==> src/rtl/button_event_decoder_pkg.sv <==
// Shared types for the button event decoder: event codes, FSM states, helpers.
package btn_pkg;

  typedef enum logic [1:0] {
    NONE   = 2'd0,
    SHORT  = 2'd1,
    LONG   = 2'd2,
    DOUBLE = 2'd3
  } evt_code_t;

  typedef enum logic [2:0] {
    IDLE      = 3'd0,
    PRESSED   = 3'd1,
    LONG_HELD = 3'd2,
    WAIT_GAP  = 3'd3,
    SECOND    = 3'd4
  } btn_state_t;

  function automatic int unsigned max_u(input int unsigned a, input int unsigned b);
    return (a > b) ? a : b;
  endfunction

endpackage

==> src/rtl/button_event_decoder_if.sv <==
// Button edge inputs, event queue handshake and status flags of the decoder.
interface button_event_decoder_if;
  import btn_pkg::*;

  logic      btn_rise;
  logic      btn_fall;
  logic      evt_valid;
  logic      evt_ready;
  evt_code_t evt_code;
  logic      held;
  logic      ovf;
  logic      ovf_clr;

  modport master (
    output btn_rise, btn_fall, evt_ready, ovf_clr,
    input  evt_valid, evt_code, held, ovf
  );

  modport slave (
    input  btn_rise, btn_fall, evt_ready, ovf_clr,
    output evt_valid, evt_code, held, ovf
  );
endinterface

==> src/rtl/button_event_decoder_fifo.sv <==
// Event queue; wrap-bit pointers distinguish full from empty.
module btn_evt_fifo
  import btn_pkg::*;
#(
  parameter int unsigned DEPTH = 4
) (
  input  logic      clk,
  input  logic      rst_n,
  input  logic      push,
  input  logic      pop,
  input  evt_code_t wdata,
  output evt_code_t rdata,
  output logic      full,
  output logic      empty
);
  localparam int unsigned AW = $clog2(DEPTH);

  logic [AW:0] wr_ptr;
  logic [AW:0] rd_ptr;
  evt_code_t   mem [DEPTH];
  logic        do_pop;
  logic        do_push;

  assign empty   = (wr_ptr == rd_ptr);
  assign full    = (wr_ptr[AW] != rd_ptr[AW]) && (wr_ptr[AW-1:0] == rd_ptr[AW-1:0]);
  assign do_pop  = pop & ~empty;
  // A full queue still takes a push when the head leaves in the same cycle.
  assign do_push = push & (~full | do_pop);
  assign rdata   = mem[rd_ptr[AW-1:0]];

  // Pointer update.
  always_ff @(posedge clk or negedge rst_n) begin
    if (!rst_n) begin
      wr_ptr <= '0;
      rd_ptr <= '0;
    end else begin
      if (do_push) wr_ptr <= wr_ptr + 1'b1;
      if (do_pop)  rd_ptr <= rd_ptr + 1'b1;
    end
  end

  // Storage write; contents are only observed while non-empty.
  always_ff @(posedge clk) begin
    if (do_push) mem[wr_ptr[AW-1:0]] <= wdata;
  end
endmodule

==> src/rtl/button_event_decoder.sv <==
// Classifies debounced button presses into SHORT / LONG / DOUBLE events and
// queues them for a ready/valid consumer.
// Optional feature macro: BTN_DOUBLE_PRESS_EN (double-press detection; when
// undefined SHORT is reported on release and DOUBLE is never produced).
module button_event_decoder
  import btn_pkg::*;
#(
  parameter int unsigned LONG_COUNT = 50000000,
  parameter int unsigned GAP_COUNT  = 12500000,
  parameter int unsigned FIFO_DEPTH = 4
) (
  input logic                  clk,
  input logic                  rst_n,
  button_event_decoder_if.slave bus
);
  localparam int unsigned CNT_MAX = max_u(LONG_COUNT, GAP_COUNT);
  localparam int unsigned CW      = (CNT_MAX > 1) ? $clog2(CNT_MAX) : 1;
  localparam logic [CW-1:0] LONG_LAST = CW'(LONG_COUNT - 1);
`ifdef BTN_DOUBLE_PRESS_EN
  localparam logic [CW-1:0] GAP_LAST  = CW'(GAP_COUNT - 1);
`endif

  btn_state_t state;
  btn_state_t state_nxt;
  logic [CW-1:0] count;
  logic      armed;
  logic      rise;
  logic      fall;
  logic      push;
  evt_code_t push_code;
  evt_code_t head;
  logic      full;
  logic      empty;
  logic      pop;
  logic      drop;
  logic      ovf;

  // Simultaneous edges cancel; nothing is accepted in the first cycle out of reset.
  assign rise = armed & bus.btn_rise & ~bus.btn_fall;
  assign fall = armed & bus.btn_fall & ~bus.btn_rise;

  // State register and the shared duration counter (restarts on each state change).
  always_ff @(posedge clk or negedge rst_n) begin
    if (!rst_n) begin
      state <= IDLE;
      count <= '0;
      armed <= 1'b0;
    end else begin
      armed <= 1'b1;
      state <= state_nxt;
      count <= (state_nxt != state) ? '0 : count + 1'b1;
    end
  end

  // Next-state and event generation.
  always_comb begin
    state_nxt = state;
    push      = 1'b0;
    push_code = NONE;
    unique case (state)
      IDLE: begin
        if (rise) state_nxt = PRESSED;
      end
      PRESSED: begin
        if (fall) begin
`ifdef BTN_DOUBLE_PRESS_EN
          state_nxt = WAIT_GAP;
`else
          push      = 1'b1;
          push_code = SHORT;
          state_nxt = IDLE;
`endif
        end else if (count == LONG_LAST) begin
          push      = 1'b1;
          push_code = LONG;
          state_nxt = LONG_HELD;
        end
      end
      LONG_HELD: begin
        if (fall) state_nxt = IDLE;
      end
`ifdef BTN_DOUBLE_PRESS_EN
      WAIT_GAP: begin
        if (count == GAP_LAST) begin
          push      = 1'b1;
          push_code = SHORT;
          state_nxt = IDLE;
        end else if (rise) begin
          state_nxt = SECOND;
        end
      end
      SECOND: begin
        if (fall) begin
          push      = 1'b1;
          push_code = DOUBLE;
          state_nxt = IDLE;
        end else if (count == LONG_LAST) begin
          push      = 1'b1;
          push_code = DOUBLE;
          state_nxt = LONG_HELD;
        end
      end
`endif
      default: state_nxt = IDLE;
    endcase
  end

  assign pop  = ~empty & bus.evt_ready;
  assign drop = push & full & ~pop;

  btn_evt_fifo #(
    .DEPTH(FIFO_DEPTH)
  ) u_fifo (
    .clk  (clk),
    .rst_n(rst_n),
    .push (push),
    .pop  (pop),
    .wdata(push_code),
    .rdata(head),
    .full (full),
    .empty(empty)
  );

  // Sticky overflow; a drop outranks a simultaneous clear.
  always_ff @(posedge clk or negedge rst_n) begin
    if (!rst_n)           ovf <= 1'b0;
    else if (drop)        ovf <= 1'b1;
    else if (bus.ovf_clr) ovf <= 1'b0;
  end

  assign bus.evt_valid = ~empty;
  assign bus.evt_code  = empty ? NONE : head;
  assign bus.held      = (state == LONG_HELD);
  assign bus.ovf       = ovf;
endmodule

==> src/flat_wrapper.sv <==
// flat-port wrapper written by rule: the top's interface ports become plain ports
module button_event_decoder_flat import btn_pkg::*;
#(
  parameter int unsigned LONG_COUNT = 50000000,
  parameter int unsigned GAP_COUNT  = 12500000,
  parameter int unsigned FIFO_DEPTH = 4
)
  (clk, rst_n, bus_btn_rise, bus_btn_fall, bus_evt_ready, bus_ovf_clr, bus_evt_valid, bus_evt_code, bus_held, bus_ovf);
  button_event_decoder_if bus_i ();
  input logic clk;
  input logic rst_n;
  input wire logic [$bits(bus_i.btn_rise)-1:0] bus_btn_rise;
  input wire logic [$bits(bus_i.btn_fall)-1:0] bus_btn_fall;
  input wire logic [$bits(bus_i.evt_ready)-1:0] bus_evt_ready;
  input wire logic [$bits(bus_i.ovf_clr)-1:0] bus_ovf_clr;
  output wire logic [$bits(bus_i.evt_valid)-1:0] bus_evt_valid;
  output wire logic [$bits(bus_i.evt_code)-1:0] bus_evt_code;
  output wire logic [$bits(bus_i.held)-1:0] bus_held;
  output wire logic [$bits(bus_i.ovf)-1:0] bus_ovf;
  assign bus_i.btn_rise = bus_btn_rise;
  assign bus_i.btn_fall = bus_btn_fall;
  assign bus_i.evt_ready = bus_evt_ready;
  assign bus_i.ovf_clr = bus_ovf_clr;
  assign bus_evt_valid = bus_i.evt_valid;
  assign bus_evt_code = bus_i.evt_code;
  assign bus_held = bus_i.held;
  assign bus_ovf = bus_i.ovf;
  button_event_decoder #(.LONG_COUNT(LONG_COUNT), .GAP_COUNT(GAP_COUNT), .FIFO_DEPTH(FIFO_DEPTH)) u_core (.clk(clk), .rst_n(rst_n), .bus(bus_i));
endmodule
==> config.mk <==
export PLATFORM = sky130hd
export DESIGN_NAME = button_event_decoder_flat
export DESIGN_NICKNAME = d
export VERILOG_FILES = /design/src/rtl/button_event_decoder_pkg.sv /design/src/rtl/button_event_decoder_if.sv /design/src/rtl/button_event_decoder_fifo.sv /design/src/rtl/button_event_decoder.sv /design/src/flat_wrapper.sv
export SDC_FILE = /design/constraint.sdc
export NUM_CORES = 1
export LEC_CHECK = 0
export ABC_AREA = 1
export BUFFER_PORTS_ARGS = -buffer_cell sky130_fd_sc_hd__buf_4
export CORE_MARGIN = 4
export CORE_UTILIZATION = 60
export DETAILED_ROUTE_END_ITERATION = 8
export PLACE_DENSITY = 0.78
export SYNTH_ARGS = -nofsm -noshare
export SYNTH_HDL_FRONTEND = slang
export SYNTH_SLANG_ARGS = --single-unit
==> constraint.sdc <==
create_clock -name clk -period 2.2 [get_ports clk]
set_clock_uncertainty 0.1 [all_clocks]
set_input_delay 0.33 -clock clk [delete_from_list [all_inputs] [get_ports clk]]
set_output_delay 0.33 -clock clk [all_outputs]
set_load 0.01 [all_outputs]
After elaboration in Yosys (flattened, before gate mapping)
Memory sizes are Yosys's and may differ from the RTL's.
Cells that the tools add are included.
Widths: inputs -> output; s select.

storage, ports and cells
  bits in registers = 37
  latch bits = 0
  RAM bits = 8
  ROM bits = 0
  input bits = 6
  output and inout port bits = 5
  word-level logic and storage cells = 52
  memories = 1

cells by class
  $add $sub $neg = 3
  multipliers = 0
  divide/modulo/power cells = 0
  order comparisons = 0
  equal/unequal tests = 7
  shift-type cells = 0
  multiplexer cells = 17
  bitwise operators = 15
  reduce and logical (&&, ||, !) cells = 3

memory list
  memory             depth  width  rd ports  clocked after memory_dff  wr ports  line                             RTL
  u_core.u_fifo.mem  4      2      1         0                         1         button_event_decoder_fifo.sv:20  evt_code_t mem [DEPTH];

operators with widths
  cell                   count
  $add 26x1->26 const B  1
  $eq 26x26->1 const B   1
  $mux 26                1
  $mux 3                 4
  $and 1x1->1            9
  $pmux 3 s3             1
  $mux 2                 4
  $mux 1                 7
  $add 3x1->3 const B    2
  $not 1->1              5
  $eq 3x1->1 const B     1
  $eq 3x2->1 const B     1
  $eq 3x3->1             1
  $logic_not 3->1        1
  $ne 3x3->1             1
  $eq 2x2->1             1
  $reduce_bool 2->1      1
  $logic_and 1x1->1      1
  $ne 1x1->1             1
  $or 1x1->1             1

Longest topological paths before layout
Gate-level depths: netlist (run 1).

  depth after elaboration = 8
  gate-level depth with buffers = 11
  depth with buffers taken out = 10

Hierarchy
Synthesis (run 1) repeated with hierarchy kept, for this count alone.

second synthesis, totals
  cells, all modules = 342
  area total of the unflattened synthesis = 2621.3 um^2

modules (own cells, without submodules)
  module                instances  cells an instance  area an instance (um^2)  sequential area each (um^2)
  button_event_decoder  1          263                1859.3                   775.7
  btn_evt_fifo          1          79                 762.0                    390.4

Worst setup path after synthesis (run 1)
Ideal clock, no wire load.

  path kind = flip-flop to flip-flop
  start = register u_core.count[0]
  end = memory u_core.u_fifo.mem[0][0] (netlist name), enable pin
  library setup time = 0.309 ns
  arrival time = 1.450 ns
  required time = 1.791 ns
  setup slack = 0.341 ns
  stages on the path, launching flop included = 8
  buffers on the path = 0
  clock period less this slack = 1.859 ns
  cell sequence = dfrtp_1 ha_1 nand3_2 nor2_1 nand3b_1 nand2_1 nand2_1 nor2_1

on the way
  word-level cells in the longest chain between the ends = 7

RTL lines
  what                          line                             RTL
  start: declaration            button_event_decoder.sv:25       logic [CW-1:0] count;
  start signal: assignment      button_event_decoder.sv:51       count <= (state_nxt != state) ? '0 : count + 1'b1;
  $eq 26x26->1                  button_event_decoder.sv:73       end else if (count == LONG_LAST) begin
  $mux 1                        button_event_decoder.sv:73
  $mux 1                        button_event_decoder.sv:65       if (fall) begin
  $mux 1                        button_event_decoder.sv:60       unique case (state)
  $and 1x1->1                   button_event_decoder_fifo.sv:28  assign do_push = push & (~full | do_pop);
  $mux 1                        button_event_decoder_fifo.sv:44  if (do_push) mem[wr_ptr[AW-1:0]] <= wdata;
  $mux 1 (implied by the code)  button_event_decoder_fifo.sv:44
  end: declaration              button_event_decoder_fifo.sv:20

No other way between the ends.

Worst setup path in the final report (run 1)
  start = register u_core.count[0]
  end = memory u_core.u_fifo.mem[0][1] (netlist name), enable pin

Same word-level chain as after synthesis.

==> flow_metrics.tcl, run 1 <==
set metrics [dict create \
    status "completed" \
    hold_path_depth 3 \
    maxCapViolCount 0 \
    p_clk_share_pct 26.3 \
    power_leakage_uw 0.00117 \
    rows 23 \
    hp-class "primary input to flop" \
    grt_overflow_total 0 \
    swShare_pct 30.2 \
    min_to "u_core.bus.ovf$_DFFE_PN0P_" \
    fin_crit_sh_pct 91.3 \
    cts-root-buf "clkbuf_8" \
    synth-compound-area-share_pct 2.03 \
    cts_buffers 5 \
    wire_per_inst_um 12.6 \
    drc 0 \
    grt_pass1_wl_um 8800 \
    synth_area_um2 2530 \
    final_core_utilization_pct 68.4 \
    r2r_cells 7 \
    powerDensity_nw_per_um2 654 \
    die_h_um 72.9 \
    crit_fanout 7 \
    post-dp-hpwl_um 3790 \
    mostFrequentLayoutCells "83 x nand2_1, 72 x nor2_1, 40 x inv_1" \
    synth-adder-area-share_pct 2.97 \
    grt_setup_unrepaired "yes" \
    ys_async_sr_fraction_pct 82.2 \
    finalSetupViolCount 0 \
    ys_warn_count 0 \
    yosys.cell_types.count 26 \
    cts_max_path_buffers 2 \
    gr-usage-all-layers_pct 21.5 \
    layout-drive-gt1-share_pct 10.7 \
    crit_buf_inv 0 \
    dr.first_iter.drc_count 85 \
    io_buffers 10 \
    seqPwrFrac_pct 52.8 \
    synth_xor_area_share_pct 7.28 \
    criticalPathCategory "flop to flop" \
    multi_input_area_um2 1190 \
    die_area_um2 5310 \
    synth-seq-area-share_pct 46.2 \
    ys_ff_latch 45 \
    core_um2 4030 \
    syn_nets 338 \
    cellInternalPower_uw 1260 \
    wirelength_um 4960 \
    end_kind "flop" \
    slew_viol_final 0 \
    max_freq_ghz 0.498 \
    required_ns 2.09 \
    place.gp.congestion 0.906 \
    grt_max_degree 38 \
    drtPass1Iterations 4 \
    synthTopCellsByArea "dfrtp_1 37%, nand2_1 12%, nor2_1 11%" \
    holdCritStartpoint "bus_ovf_clr" \
    cp_slowest_stage_delay_ns 0.45 \
    final_nets 356 \
    clock_latency_ns 0.29 \
    synth_top_cell_by_area "dfrtp_1" \
    antenna_found_initial 0 \
    syn2layout_area_growth_pct 9.11 \
    cts_tree "done" \
    crit_arrival_ns 1.89 \
    num_antenna_cells 0 \
    ios 11 \
    cp-start-kind "flop" \
    grt_pass1_vias 1999 \
    power.switching_uw 545 \
    critPathTopFamily "simple AND/OR/NAND/NOR gates" \
    clkTransAtPathRegs_ns 0.08 \
    route.vias.total 2002 \
    final_common_cell "nand2_1" \
    r2r_end "u_core.u_fifo.mem[0][1]$_DFFE_PP_" \
    period_needed_ns 2.01 \
    cts_setup_buffers 0 \
    synth_ff_type "dfrtp_1" \
    avgSynthCellArea_um2 7.75 \
    drtAntennaViolNets 0 \
    clock_sinks 45 \
    synth_edf_count 8 \
    ir_drop_v 0.000307 \
    synthMuxAreaShare_pct 0 \
    start_util_pct 62.7 \
    vias_per_cell 5.07 \
    r2r_slack_ns 0.19 \
    cts_htree_levels 2 \
    regToRegStartpoint "u_core.count[0]$_DFF_PN0_" \
    fp.dieW_um 72.9 \
    syn_inst 326 \
    combPwrFrac_pct 21.0 \
    fill_cells 352 \
    hold_viol_final 0 \
    synth.top_cell.area_share_pct 36.7 \
    synth-simple-area-share_pct 34.3 \
    synth_top_family_by_area "simple AND/OR/NAND/NOR gates" \
    worst_path_max_delay_cell "dfrtp_1" \
    finalSetupTns_ns 0 \
    path_cells "ha_2 > nand3_2 > nor2_1 > nand3b_1 > nand2_1 > nand2_1 > nor2_1" \
    regArea_um2 1170 \
]
## synth_stat cells (3+ instances only)
cell type / n
nand2_1: 84
nor2_1: 72
inv_1: 41
dfrtp_1: 37
nand3_1: 19
xor2_1: 14
edfxtp_1: 8
xnor2_1: 7
ha_1: 6
nand4_1: 5
nor2_2: 5
nor3_1: 5
nand2_2: 4
o21ai_0: 3
## final cells by class
cell class / instances / area share (%)
clock buffer: 5 / 2.50
clock inverter: 3 / 0.454
inverter: 41 / 5.58
multi-input combinational: 238 / 43.3
sequential: 45 / 42.3
tap: 50 / 2.27
timing repair buffer: 13 / 3.63
## how the worst max path moves through the flow
stage                                             start                                end  slack (ns)  cells after the start
global placement              u_core.count[0]$_DFF_PN0_  u_core.u_fifo.mem[0][0]$_DFFE_PP_        0.30                      7
detailed placement            u_core.count[0]$_DFF_PN0_  u_core.u_fifo.mem[0][1]$_DFFE_PP_        0.17                      7
floorplan                     u_core.count[0]$_DFF_PN0_  u_core.u_fifo.mem[0][0]$_DFFE_PP_        0.34                      7
CTS                 u_core.u_fifo.rd_ptr[0]$_DFFE_PN0P_                    bus_evt_code[0]        0.02                      7
global route                  u_core.count[0]$_DFF_PN0_  u_core.u_fifo.mem[0][1]$_DFFE_PP_      -0.007                      7
finish                        u_core.count[0]$_DFF_PN0_  u_core.u_fifo.mem[0][1]$_DFFE_PP_        0.19                      7
## stage by stage
step,hold slack (ns),setup WS (ns),total power [µW],area [µm²],std cells
after floorplan,-0.0656,0.341,1190,2530,326
after global placement,0.222,0.298,1310,2660,386
after detailed placement,0.226,0.167,1340,2660,386
after CTS,0.170,0.0191,1820,2750,395
after global routing,0.187,-0.00732,1910,2760,395
final,0.177,0.192,1800,2760,395
## metal layers
| layer | global-route usage (%) | part of all wire [%] |
|---|---|---|
| met5 | 0 | 0 |
| met4 | 6.97 | 1.5 |
| met3 | 4.55 | 4.5 |
| met2 | 38.6 | 52 |
| met1 | 25.6 | 42 |
## power by group through the flow
stage | clock (µW) | sequential [µW] | combinational [µW]
floorplan | 0 | 949 | 240
global placement | 0 | 964 | 350
detailed placement | 0 | 966 | 370
CTS | 492 | 949 | 378
global route | 518 | 957 | 433
finish | 473 | 952 | 379
## worst register-to-register path, stage by stage (launching register included)
cell and delay, ns:
dfrtp_1 0.45, ha_2 0.27, nand3_2 0.09, nor2_1 0.16, nand3b_1 0.09, nand2_1 0.14, nand2_1 0.18, nor2_1 0.23
## repair_timing
item                                    4_1_cts  5_1_grt
cloned                                        0        0
endpoints found under the setup margin        2        8
gates resized for setup                       1        3
hold buffers                                  1        0
hold endpoints to repair                     37        0
## state kept, by name, indices dropped and copies added (netlist names)
signal and flops:
u_core.armed 1, u_core.bus.ovf 1, u_core.count 26, u_core.state 3, u_core.u_fifo.mem 8, u_core.u_fifo.rd_ptr 3
u_core.u_fifo.wr_ptr 3
## logic make-up after synthesis
family	count (synthesis)
AO/OA/AOI/OAI	8
XOR/XNOR	21
adder cells (fa/ha/maj)	6
buffers and inverters	43
flip-flops	45
other	2
AND/OR/NAND/NOR	201
Power figures use the tool's default switching activity.
==> run 2, diff against run 1 <==
GPL_TIMING_DRIVEN = 0   (was unset)
==> run 2 against run 1 <==
Final area rose by 1.7%. Largest cell class unchanged. Flip-flop and latch count did not move. Critical path type is now flop to output port. Critical path depth did not move. Via count rose by 0.55%.
==> flow_metrics.tcl, run 2 (same netlist as run 1, synthesis figures left out) <==
set metrics [dict create \
    core_um2 4030 \
    grt_pass1_wl_um 8340 \
    max_freq_ghz 0.479 \
    final_common_cell "nand2_1" \
    final.setup.worst_slack_ns 0.114 \
    period_needed_ns 2.09 \
    antenna_found_initial 0 \
    fp.dieW_um 72.9 \
    grt_max_degree 38 \
    post-dp-hpwl_um 3560 \
    wirelength_um 4580 \
    power.switching_uw 538 \
    ir_drop_v 0.000402 \
    die_h_um 72.9 \
    hold_path_depth 3 \
    cts_htree_levels 2 \
    hp-class "primary input to flop" \
    worst_path_max_delay_cell "dfrtp_1" \
    hold_viol_final 0 \
    seqPwrFrac_pct 49.6 \
    grt_pass1_vias 1948 \
    grt_overflow_total 0 \
    cp-start-kind "flop" \
    use_met3_pct 3.31 \
    path_cells "inv_2 > nand2_1 > a21oi_1 > nand2_2 > nand2_1 > inv_1 > buf_4" \
    critPathTopFamily "flip-flops" \
    mostFrequentLayoutCells "82 x nand2_1, 70 x nor2_1, 40 x inv_1" \
    syn2layout_area_growth_pct 11.0 \
    top_usage_layer "met2" \
    combPwrFrac_pct 19.1 \
    dr.first_iter.drc_count 60 \
    fill_cells 344 \
    cp_slowest_stage_delay_ns 0.47 \
    power_leakage_uw 0.00118 \
    route.vias.total 2013 \
    cpMostUsedCell "nand2_1" \
    crit_buf_inv 3 \
    cts_tree "done" \
    io_buffers 10 \
    ios 11 \
    clock_sinks 45 \
    instances_no_fill 395 \
    drc 0 \
    num_antenna_cells 0 \
    crit_fanout 7 \
    drtAntennaViolNets 0 \
    largest_reg_flops 26 \
    wire_per_inst_um 11.6 \
    cts_setup_buffers 0 \
    cts-root-buf "clkbuf_8" \
    vias_per_cell 5.10 \
    finalSetupViolCount 0 \
    clock_latency_ns 0.29 \
    cts_max_path_buffers 2 \
    p_clk_share_pct 31.3 \
    drtPass1Iterations 4 \
    crit_cells 7 \
    r2r_cells 7 \
    slew_viol_final 0 \
    dp_slack_ns -0.0381 \
    gr-usage-all-layers_pct 20.3 \
    die_area_um2 5310 \
    met1_usage_pct 25.4 \
    swShare_pct 28.1 \
    cts_buffers 5 \
    top_register "u_core.count" \
    required_ns 1.77 \
    dp_cells 386 \
    final_nets 356 \
    place.gp.congestion 0.869 \
    cellInternalPower_uw 1380 \
    fin_crit_sh_pct 94.8 \
    maxCapViolCount 0 \
    rows 23 \
    status "completed" \
    crit_arrival_ns 1.66 \
    layout-drive-gt1-share_pct 11.6 \
    criticalPathCategory "flop to output port" \
    powerDensity_nw_per_um2 684 \
    start_util_pct 62.7 \
    use_met2_pct 35.4 \
    end_kind "output port" \
    clkTransAtPathRegs_ns 0.08 \
]
-- run 2: cell count changes in the layout (fill, tap and decap cells not counted) --
cell | before | now
nand2_1 | 83 | 82
nor2_2 | 5 | 7
buf_6 | 0 | 2
nand3_4 | 1 | 2
a21oi_2 | 1 | 0
a21oi_1 | 0 | 1
buf_4 | 12 | 10
clkinv_2 | 1 | 0
clkinvlp_4 | 0 | 1
nand3_2 | 1 | 0
nand2_2 | 5 | 6
clkinv_1 | 2 | 1
bufinv_16 | 0 | 1
nor2_1 | 72 | 70
-- run 2: worst paths after layout --
path                                                startpoint                                   to  slack [ns]
max                        u_core.u_fifo.rd_ptr[0]$_DFFE_PN0P_                      bus_evt_code[0]        0.11
min                                                bus_ovf_clr           u_core.bus.ovf$_DFFE_PN0P_        0.17
max reg2reg                          u_core.count[0]$_DFF_PN0_    u_core.u_fifo.mem[1][0]$_DFFE_PP_        0.16
min reg2reg                u_core.u_fifo.rd_ptr[2]$_DFFE_PN0P_  u_core.u_fifo.rd_ptr[2]$_DFFE_PN0P_        0.41
max in group asynchronous                                rst_n               u_core.armed$_DFF_PN0_        1.26
min in group asynchronous                                rst_n  u_core.u_fifo.rd_ptr[0]$_DFFE_PN0P_        0.42
-- run 2: through the flow --
stage	power, µW	hold slack [ns]	setup TNS [ns]	instance area [µm²]	util (%)
finish	1920	0.174	0	2800	69.6
detailed placement	1330	0.218	-0.0904	2660	66.1
global route	2040	0.174	-0.0282	2800	69.6
global placement	1320	0.219	-0.171	2660	66.1
floorplan	1190	-0.0656	0	2530	-
CTS	1950	0.170	0	2790	69.3
-- run 2: worst register-to-register path: stages (launching register included) --
cell and delay (ns):
dfrtp_1 0.45, ha_2 0.30, nand3_4 0.16, nor2_1 0.17, nand3b_1 0.09, nand2_1 0.16
nand2_2 0.14, nor2_1 0.18
-- run 2: repair_timing --
item                                   CTS  global route
hold buffers                             1             0
setup endpoints to repair                9            10
endpoints found under the hold margin   37             0
gates resized for setup                  3             4
-- run 2: cell type report --
type                       count  area (µm²)  area share, %
clock inverter                 3        41.3           1.47
timing repair buffer          11        85.1           3.03
multi-input combinational    238        1200           42.9
sequential                    45        1170           41.6
clock buffer                   5        68.8           2.45
buffer                         2        22.5          0.803
inverter                      41         154           5.49
tap                           50        62.6           2.23
-- run 2: metal layers --
layer / wire, µm / part of all wire, % / up-vias
met5: 0 / 0 / -
met4: 71 / 1.6 / 0
met3: 105 / 2.3 / 8
met2: 2340 / 51 / 21
met1: 2060 / 45 / 943
li1: - / - / 1041
-- run 2: power by group through the flow --
stage	sequential, µW	clock [µW]	combinational [µW]
after floorplan	949	0	240
final	951	600	366
after global routing	960	655	423
after CTS	951	622	373
after global placement	965	0	351
after detailed placement	968	0	363
